<file path="config.mk">
export PLATFORM = sky130hd
export DESIGN_NAME = or1200_vlx_packer
export DESIGN_NICKNAME = d
export VERILOG_FILES = /design/src/rtl/or1200_vlx_packer.sv
export SDC_FILE = /design/constraint.sdc
export NUM_CORES = 1
export LEC_CHECK = 0
export BUFFER_PORTS_ARGS = -buffer_cell sky130_fd_sc_hd__buf_2
export CAP_MARGIN = 20
export CORE_MARGIN = 10
export CORE_UTILIZATION = 45
export DETAILED_ROUTE_END_ITERATION = 8
export PLACE_DENSITY = 0.75
export SYNTH_ARGS = -nofsm -noshare
export SYNTH_HDL_FRONTEND = slang
export SYNTH_SLANG_ARGS = --single-unit
</file>
<file path="constraint.sdc">
create_clock -name clk_i -period 10.3 [get_ports clk_i]
set_input_delay 0.515 -clock clk_i [delete_from_list [all_inputs] [get_ports clk_i]]
set_output_delay 0.515 -clock clk_i [all_outputs]
set_load 0.005 [all_outputs]
</file>
<file path="src/rtl/or1200_vlx_packer.sv">
// Variable-length MSB-first bit packer for the OR1200 LSU: collects 0..MAX_BITS-bit codes
// and drains them as auto-addressed STORE_W-bit stores, with SPR control and status.
module or1200_vlx_packer #(
  parameter  int MAX_BITS = 16,
  parameter  int STORE_W  = 8,
  parameter  int BUF_W    = 32,
  parameter  int PAD_ONES = 0,
  localparam int NB_W     = $clog2(MAX_BITS + 1),
  localparam int FILL_W   = $clog2(BUF_W + 1)
) (
  input  logic                clk_i,
  input  logic                rst_i,
  input  logic                put_i,
  input  logic [NB_W-1:0]     num_bits_i,
  input  logic [MAX_BITS-1:0] dat_i,
  output logic                stall_cpu_o,
  output logic                store_o,
  output logic [31:0]         addr_o,
  output logic [STORE_W-1:0]  dat_o,
  input  logic                ack_i,
  input  logic                spr_cs,
  input  logic                spr_write,
  input  logic [1:0]          spr_addr,
  input  logic [31:0]         spr_dat_i,
  output logic [31:0]         spr_dat_o
);

  typedef enum logic [1:0] {S_IDLE, S_STORE, S_FLUSH} state_t;

  state_t              r_state;
  logic [BUF_W-1:0]    r_buf;
  logic [FILL_W-1:0]   r_fill;
  logic [31:0]         r_addr;
  logic [31:0]         r_bitcnt;
  logic [STORE_W-1:0]  r_dat;

  state_t              w_state_nxt;
  logic [BUF_W-1:0]    w_buf_nxt;
  logic [FILL_W-1:0]   w_fill_nxt;
  logic [FILL_W-1:0]   w_fill_drain;
  logic [FILL_W-1:0]   w_sh;
  logic [31:0]         w_addr_nxt;
  logic [31:0]         w_bitcnt_nxt;
  logic [STORE_W-1:0]  w_dat_nxt;
  logic [STORE_W-1:0]  w_top;
  logic [STORE_W-1:0]  w_pad;
  logic [NB_W-1:0]     w_n;
  logic [MAX_BITS-1:0] w_code;
  logic                w_idle;
  logic                w_put;
  logic                w_spr_wr;
  logic                w_flush_req;
  logic [31:0]         w_fill32;

  always_comb begin
    // NOTE: every combinationally assigned signal gets a default first so no latch is inferred.
    w_n = (num_bits_i > NB_W'(MAX_BITS)) ? NB_W'(MAX_BITS) : num_bits_i;
    for (int i = 0; i < MAX_BITS; i++) w_code[i] = dat_i[i] && (i < int'(w_n));
    w_idle       = (r_state == S_IDLE);
    w_spr_wr     = spr_cs && spr_write && w_idle;
    w_flush_req  = w_spr_wr && (spr_addr == 2'd2) && spr_dat_i[0];
    w_put        = put_i && w_idle && (w_n != '0);
    w_sh         = FILL_W'(BUF_W) - r_fill - FILL_W'(w_n);
    w_fill_drain = r_fill - FILL_W'(STORE_W);
    w_state_nxt  = r_state;
    w_buf_nxt    = r_buf;
    w_fill_nxt   = r_fill;
    w_addr_nxt   = r_addr;
    w_bitcnt_nxt = r_bitcnt;

    case (r_state)
      S_IDLE: begin
        // Code lands directly below the valid bits; bits under the fill stay zero.
        if (w_put) begin
          w_buf_nxt    = r_buf | (BUF_W'(w_code) << w_sh);
          w_fill_nxt   = r_fill + FILL_W'(w_n);
          w_bitcnt_nxt = r_bitcnt + 32'(w_n);
        end
        if (w_spr_wr) begin
          case (spr_addr)
            2'd0:    w_addr_nxt = spr_dat_i;
            2'd1:    begin w_buf_nxt = '0; w_fill_nxt = '0; end
            2'd3:    w_bitcnt_nxt = '0;
            default: ;
          endcase
        end
        if (w_fill_nxt >= FILL_W'(STORE_W))          w_state_nxt = S_STORE;
        else if (w_flush_req && w_fill_nxt != '0)    w_state_nxt = S_FLUSH;
      end
      S_STORE: if (ack_i) begin
        w_buf_nxt   = r_buf << STORE_W;
        w_fill_nxt  = w_fill_drain;
        w_addr_nxt  = r_addr + 32'(STORE_W / 8);
        w_state_nxt = (w_fill_drain >= FILL_W'(STORE_W)) ? S_STORE : S_IDLE;
      end
      S_FLUSH: if (ack_i) begin
        w_buf_nxt   = '0;
        w_fill_nxt  = '0;
        w_addr_nxt  = r_addr + 32'(STORE_W / 8);
        w_state_nxt = S_IDLE;
      end
      default: w_state_nxt = S_IDLE;
    endcase

    // Flush pad covers the STORE_W - fill low bits; fill is below STORE_W whenever we flush.
    w_top = w_buf_nxt[BUF_W-1 -: STORE_W];
    w_pad = (PAD_ONES != 0) ? ({STORE_W{1'b1}} >> w_fill_nxt) : '0;
    case (w_state_nxt)
      S_STORE: w_dat_nxt = w_top;
      S_FLUSH: w_dat_nxt = w_top | w_pad;
      default: w_dat_nxt = '0;
    endcase
  end

  always_ff @(posedge clk_i) begin
    // NOTE: state is updated with non-blocking assignments so every register samples pre-edge values.
    if (rst_i) begin
      r_state  <= S_IDLE;
      r_buf    <= '0;
      r_fill   <= '0;
      r_addr   <= '0;
      r_bitcnt <= '0;
      r_dat    <= '0;
    end else begin
      r_state  <= w_state_nxt;
      r_buf    <= w_buf_nxt;
      r_fill   <= w_fill_nxt;
      r_addr   <= w_addr_nxt;
      r_bitcnt <= w_bitcnt_nxt;
      r_dat    <= w_dat_nxt;
    end
  end

  assign store_o     = (r_state != S_IDLE);
  assign stall_cpu_o = (r_state != S_IDLE);
  assign addr_o      = r_addr;
  assign dat_o       = r_dat;
  assign w_fill32    = 32'(r_fill);

  always_comb begin
    spr_dat_o = '0;
    if (spr_cs) begin
      case (spr_addr)
        2'd0: spr_dat_o = r_addr;
        2'd1: spr_dat_o = w_fill32;
        2'd2: spr_dat_o = {16'h0, w_fill32[7:0], 7'h0, !w_idle};
        2'd3: spr_dat_o = r_bitcnt;
      endcase
    end
  end

endmodule

</file>
== Word level (Yosys, flattened, before mapping) ==
Index checks and enable logic that the tools add are counted.
Storage, ports and cells
  bits in registers: 112
  output and inout bits: 74
  logic and storage cells: 112
Operators by class
  $add $sub $neg: 6
  $lt $le $gt $ge: 19
  eq/ne operators: 12
  shift operators: 1
  multiplexer cells: 29
  bitwise gates (word level): 2
  reduce and logical (&&, ||, !) cells: 36
Operator list (count)
  32-bit two-way mux: 12
  32-bit one-hot mux with 4 select lines: 1
  32-bit one-hot mux with 3 select lines: 1
  32-bit one-hot mux with 2 select lines: 1
  4-bit by 5-bit less-than comparator with 1-bit output (first input constant): 8
  6-bit two-way mux: 6
  32-bit by 1-bit adder with 32-bit output (second input constant): 1
  32-bit by 5-bit adder with 32-bit output: 1
  32-bit bitwise OR: 1
  16-bit by 6-bit << shifter with 32-bit output: 1
  1-bit logical AND: 23
  3-bit by 5-bit less-than comparator with 1-bit output (first input constant): 4
  6-bit one-hot mux with 3 select lines: 1
  6-bit by 4-bit greater-or-equal comparator with 1-bit output (second input constant): 2
  1-bit by 5-bit less-than comparator with 1-bit output (first input constant): 2
  2-bit by 5-bit less-than comparator with 1-bit output (first input constant): 2
  2-bit == test (second input constant): 4
  2-bit two-way mux: 4
  6-bit by 5-bit adder with 6-bit output: 1
  2-bit by 1-bit == test with 1-bit output (second input constant): 3
  2-bit by 1-bit != test with 1-bit output (second input constant): 3
  2-bit one-hot mux with 3 select lines: 1
  6-bit nonzero test: 1
  2-bit OR reduction: 3
  15 further kinds: 18

== Depth between registers and ports, before layout ==
  word-level depth: 17
  depth in mapped cells: 15
  depth with buffers taken out: 12

== Least setup slack after synthesis ==
Ideal clock, no wire load.
  path kind: input-to-reg
  from: in num_bits_i[4]
  to: reg r_dat[6], in the netlist dat_o[6]
  arrival: 3.570 ns
  required time: 10.208 ns
  path slack: 6.638 ns
  stages on the path: 13
  path buffers: 2
  cells stage by stage: buf_2 > buf_1 > nor2b_1 > ha_1 > inv_1 > ha_1 > fa_1 > xor2_1 > nand2_1 > o41ai_1 > a222oi_1 > a21boi_0 > nor4_1
On the way
  word-level cells in the longest chain between the ends: 17
RTL lines
  from (decl): RTL line 14  | input logic [NB_W-1:0] num_bits_i,
  5-bit > comparator: RTL line 57  | w_n = (num_bits_i > NB_W'(MAX_BITS)) ? NB_W'(MAX_BITS) : num_bits_i;
  5-bit two-way mux *: RTL line 57
  parallel branches: the longest is 15 deep, another holds 6-bit by 5-bit adder with 6-bit output
  to (signal assigned): RTL line 130  | r_dat <= w_dat_nxt;
  to (decl): RTL line 35  | logic [STORE_W-1:0] r_dat;
Mark *: on every way between the ends. The select of a mux whose other input is x is not followed.
A chain may end at the register's enable or synchronous reset.

== Final worst setup path ==
  from: in num_bits_i[2]
  to: reg r_dat[7], in the netlist dat_o[7]
The elaborated chain is that of the path after synthesis.

==> Implementation_results.wiki <==
{| class="wikitable"
! Metric !! Value
|-
| Status || complete, no violations
|-
| Dominant delay contributor by cell family on the critical path || adder cells
|-
| Netlist Area Pre-Place || approximately 8300 sq um
|-
| Cell at the root of the clock tree || sky130_fd_sc_hd__clkbuf_16
|-
| Max stage delay cell, worst path || sky130_fd_sc_hd__fa_1
|-
| Setup tns final || 0 ns
|-
| Num rows || around 50
|-
| Post-cts gate resize count || 0
|-
| Reg2Reg Depth || 9
|-
| Pin count of the biggest net entering global routing || 82
|-
| Min-delay worst type || primary input to register
|-
| Initial antenna violation count || 1
|-
| Leading cell type in the layout, fill and taps excluded || sky130_fd_sc_hd__buf_2
|-
| Instance count of the mapped netlist || between 1000 and 1500
|-
| Post-layout minimum cycle time || between 4 and 5 ns
|-
| Number of design rule violations left after detail routing || 0
|-
| P&R area growth vs syn || 12.5%
|-
| LEAKAGE || roughly 3.5 nW
|-
| Via/cell ratio || 6.38
|-
| Buffers inserted during post-CTS setup optimization || 0
|-
| Share of synthesized flip-flops with an asynchronous set or reset || 0%
|-
| Worst-margin pin slew || around 1.1 ns
|-
| WP buf/inv || 3
|-
| Delay of the slowest critical-path stage || 1.29 ns
|-
| Detail Placement HPWL || roughly 21 mm
|-
| Pre-Repair DR Iteration Count || 5
|-
| Worst-case clock buffer depth || 2
|-
| Critical path class || primary input to register
|-
| First-pass GRT wire length || roughly 45 mm
|-
| Hold-fix buffer count after cts || 0
|-
| Number of global-route vias before repair || 8000
|-
| Global-route usage over all layers || about 22%
|-
| Worst slew margin relative to its limit || approximately 29%
|-
| Insertion delay to the later sink of the worst-skew pair || ~0.38 ns
|-
| Final Setup Violations || 0
|-
| Arrival time of data at the critical path endpoint || 4.40 ns
|-
| Nature of the critical path endpoint || register
|-
| Post-synthesis area per instance || about 7.6 sq um
|-
| Peak supply drop || ~130 uV
|-
| Worst R2R End || dat_o[7]
|-
| Critical path cell sequence || buf_2, nor2b_1, inv_1, ha_1, fa_1, inv_1, a211oi_1, o32ai_1, a221oi_1, nor4_1
|-
| Commonest non-fill, non-tap cells in the layout || 134 x sky130_fd_sc_hd__buf_2, 112 x sky130_fd_sc_hd__dfxtp_1, 104 x sky130_fd_sc_hd__nand2_1, 85 x sky130_fd_sc_hd__nor2_1, 65 x sky130_fd_sc_hd__a21oi_1
|-
| Synthesis warning total || 0
|-
| Sink count of the clock tree || 112
|-
| Endpoints failing hold || 0
|-
| Number of DRC markers after the initial detailed-route iteration || between 1000 and 1500
|-
| Area of the core || approximately 18000 sq um
|-
| Flop2flop setup slack || around 6.5 ns
|-
| Most frequent CP cell || sky130_fd_sc_hd__inv_1
|-
| Period utilisation layout || 40.6%
|-
| Maximum fanout encountered on the critical timing path || 32
|-
| Hold-critical path endpoint || addr_o[27]
|-
| Ports || 135
|-
| Die extent in x || about 160 um
|-
| Total wirelength of the detailed-routed design || around 28 mm
|-
| Library cells used by synthesis || a little over 80
|-
| Count of input and output buffers || approximately 130
|-
| CTS tree || yes
|-
| Net count after synthesis || ~1200
|-
| Number of vias in the routed layout || ~9000
|-
| Wire length per cell after detailed routing || between 20 and 25 um
|-
| Maximum achievable frequency || approximately 0.24 GHz
|-
| Total power divided by cell area || ~210 nW/um^2
|-
| Critical R2R Launch || r_fill[1]
|-
| Start point of the critical path || num_bits_i[2]
|-
| Starting density of the core || between 40% and 50%
|-
| Worst path required time || 10.52 ns
|-
| Register clock-pin slew on the reported worst setup and hold paths || about 0.090 ns
|-
| Share of cells above drive strength 1 || between 15 and 20%
|-
| RSZ-0062 raised after global routing || no
|-
| Number of max-cap violations || 0
|-
| Overall die height || 156 um
|-
| Routability Congestion || 0.982
|-
| Number of routed nets with antenna violations || 0
|-
| Deepest level of the CTS H-tree || 3
|-
| Count of flip-flops with a built-in enable after synthesis || 0
|-
| Number of nets in the layout || ~1300
|-
| Critical path launch point type || primary input
|-
| Number of max-slew violations in the final report || 0
|-
| Hold path depth || 3
|-
| Setup Skew || ~0.018 ns
|-
| Hold_sp || spr_dat_i[27]
|-
| Sequential area share after synthesis || a little over a quarter
|-
| Number of buffers created by CTS || 9
|-
| Total gr overflow || 0
|-
| FF+latch count, synth || 112
|-
| Primary FF master, synth || sky130_fd_sc_hd__dfxtp_1
|-
| Full die area || between 20000 and 25000 sq um
|-
| Core utilization of the finished layout || 51.8%
|}
-- cells by family after synthesis --
family,Yosys count,synth area share [%]
AO/OA/AOI/OAI,359,29.7
XOR/XNOR,36,3.79
adder cells (fa/ha/maj),30,4.69
buffers and inverters,115,5.59
flip-flops,112,26.9
multiplexers,22,2.87
AND/OR/NAND/NOR,427,26.4
-- flip-flops by register name (all words and copies together) (netlist names) --
register and count:
r_buf 32, r_state 2, dat_o 8, addr_o 32, r_fill 6, r_bitcnt 32
-- per-stage QoR --
step | cell area, sq um | cells | setup WS, ns | power [mW] | hold slack, ns
after floorplan | 8320 | 1101 | 6.64 | 1.29 | 0.446
after global placement | 9030 | 1389 | 5.94 | 1.60 | 0.464
after detailed placement | 9030 | 1390 | 5.82 | 1.60 | 0.468
after CTS | 9350 | 1406 | 6.21 | 1.98 | 0.427
after global routing | 9360 | 1408 | 5.77 | 2.14 | 0.456
final | 9360 | 1408 | 6.12 | 2.01 | 0.429
-- area by class of cell --
class | count | area (sq um)
clock inverters | 6 | 86.3
fillers | 1745 | 8730
flip-flops and latches | 112 | 2240
well taps | 229 | 287
repair buffers | 148 | 776
clock buffers | 10 | 229
diodes | 1 | 2.50
multi-input cells | 874 | 5630
inverters | 28 | 105
-- routing by layer --
layer  vias up  part of all wire [%]  global-route usage (%)
met3        40                   8.6                    3.28
met2       437                    45                    33.1
met1      4237                    45                    32.3
li1       4268                     -                       -
met4         0                   2.0                    7.51
met5         -                     0                       0
-- how the worst max path moves through the flow --
stage	slack (ns)	end	cells after the start
2_1_floorplan	6.64	dat_o[6]	13
3_3_place_gp	5.94	dat_o[7]	11
3_5_place_dp	5.82	dat_o[6]	10
4_1_cts	6.21	dat_o[6]	10
5_1_grt	5.77	dat_o[6]	10
6_report	6.12	dat_o[7]	10
-- Yosys cell counts (4+ instances only) --
cell type                    n  area [sq um]
sky130_fd_sc_hd__nand3_1    40           200
sky130_fd_sc_hd__o32ai_1     6          52.6
sky130_fd_sc_hd__buf_2      12          60.1
sky130_fd_sc_hd__a221oi_1   22           193
sky130_fd_sc_hd__nor2b_1    44           275
sky130_fd_sc_hd__o31ai_1     9          67.6
sky130_fd_sc_hd__o211ai_1   12          90.1
sky130_fd_sc_hd__nand3b_1    4          30.0
sky130_fd_sc_hd__nor4_1     25           156
sky130_fd_sc_hd__or2_2       9          56.3
sky130_fd_sc_hd__a21o_1     16           120
sky130_fd_sc_hd__nor3_1     35           175
sky130_fd_sc_hd__dfxtp_1   112          2240
sky130_fd_sc_hd__nor4b_1     5          43.8
sky130_fd_sc_hd__a21oi_1    66           330
sky130_fd_sc_hd__buf_1       4          15.0
sky130_fd_sc_hd__o21ai_0    61           305
sky130_fd_sc_hd__nor2_1     85           319
sky130_fd_sc_hd__clkbuf_1   68           255
sky130_fd_sc_hd__xnor2_1    29           254
sky130_fd_sc_hd__a221o_1     4          40.0
sky130_fd_sc_hd__nand2b_1    7          43.8
sky130_fd_sc_hd__and4_1      8          70.1
sky130_fd_sc_hd__a31oi_1    13          81.3
sky130_fd_sc_hd__a31o_2      5          43.8
sky130_fd_sc_hd__ha_1       24           300
sky130_fd_sc_hd__o22ai_1    13          81.3
sky130_fd_sc_hd__xor2_1      7          61.3
sky130_fd_sc_hd__nand2_1   104           390
sky130_fd_sc_hd__a211oi_1   26           195
sky130_fd_sc_hd__a22oi_1    56           420
sky130_fd_sc_hd__inv_1      27           101
sky130_fd_sc_hd__mux2i_1    16           160
sky130_fd_sc_hd__mux2_2      5          56.3
sky130_fd_sc_hd__and3_1     10          62.6
sky130_fd_sc_hd__nand4_1    13          81.3
sky130_fd_sc_hd__and2_1     15          93.8
sky130_fd_sc_hd__or3_1       8          50.1
sky130_fd_sc_hd__a311oi_1    5          43.8
-- worst min-delay path: cells and delay by family --
kind / cells / cell delay (ns)
and+or+nand+nor: 1 / 0.07
buffers and inverters: 1 / 0.10
AOI/OAI and AO/OA: 1 / 0.07
-- where the power goes --
group | internal (mW) | leakage [nW] | switching, mW
Clock | 0.196 | 0.154 | 0.186
Sequential | 0.501 | 0.908 | 0.107
Combinational | 0.362 | 2.43 | 0.656
Note: power is estimated with default switching activity, not from simulation.
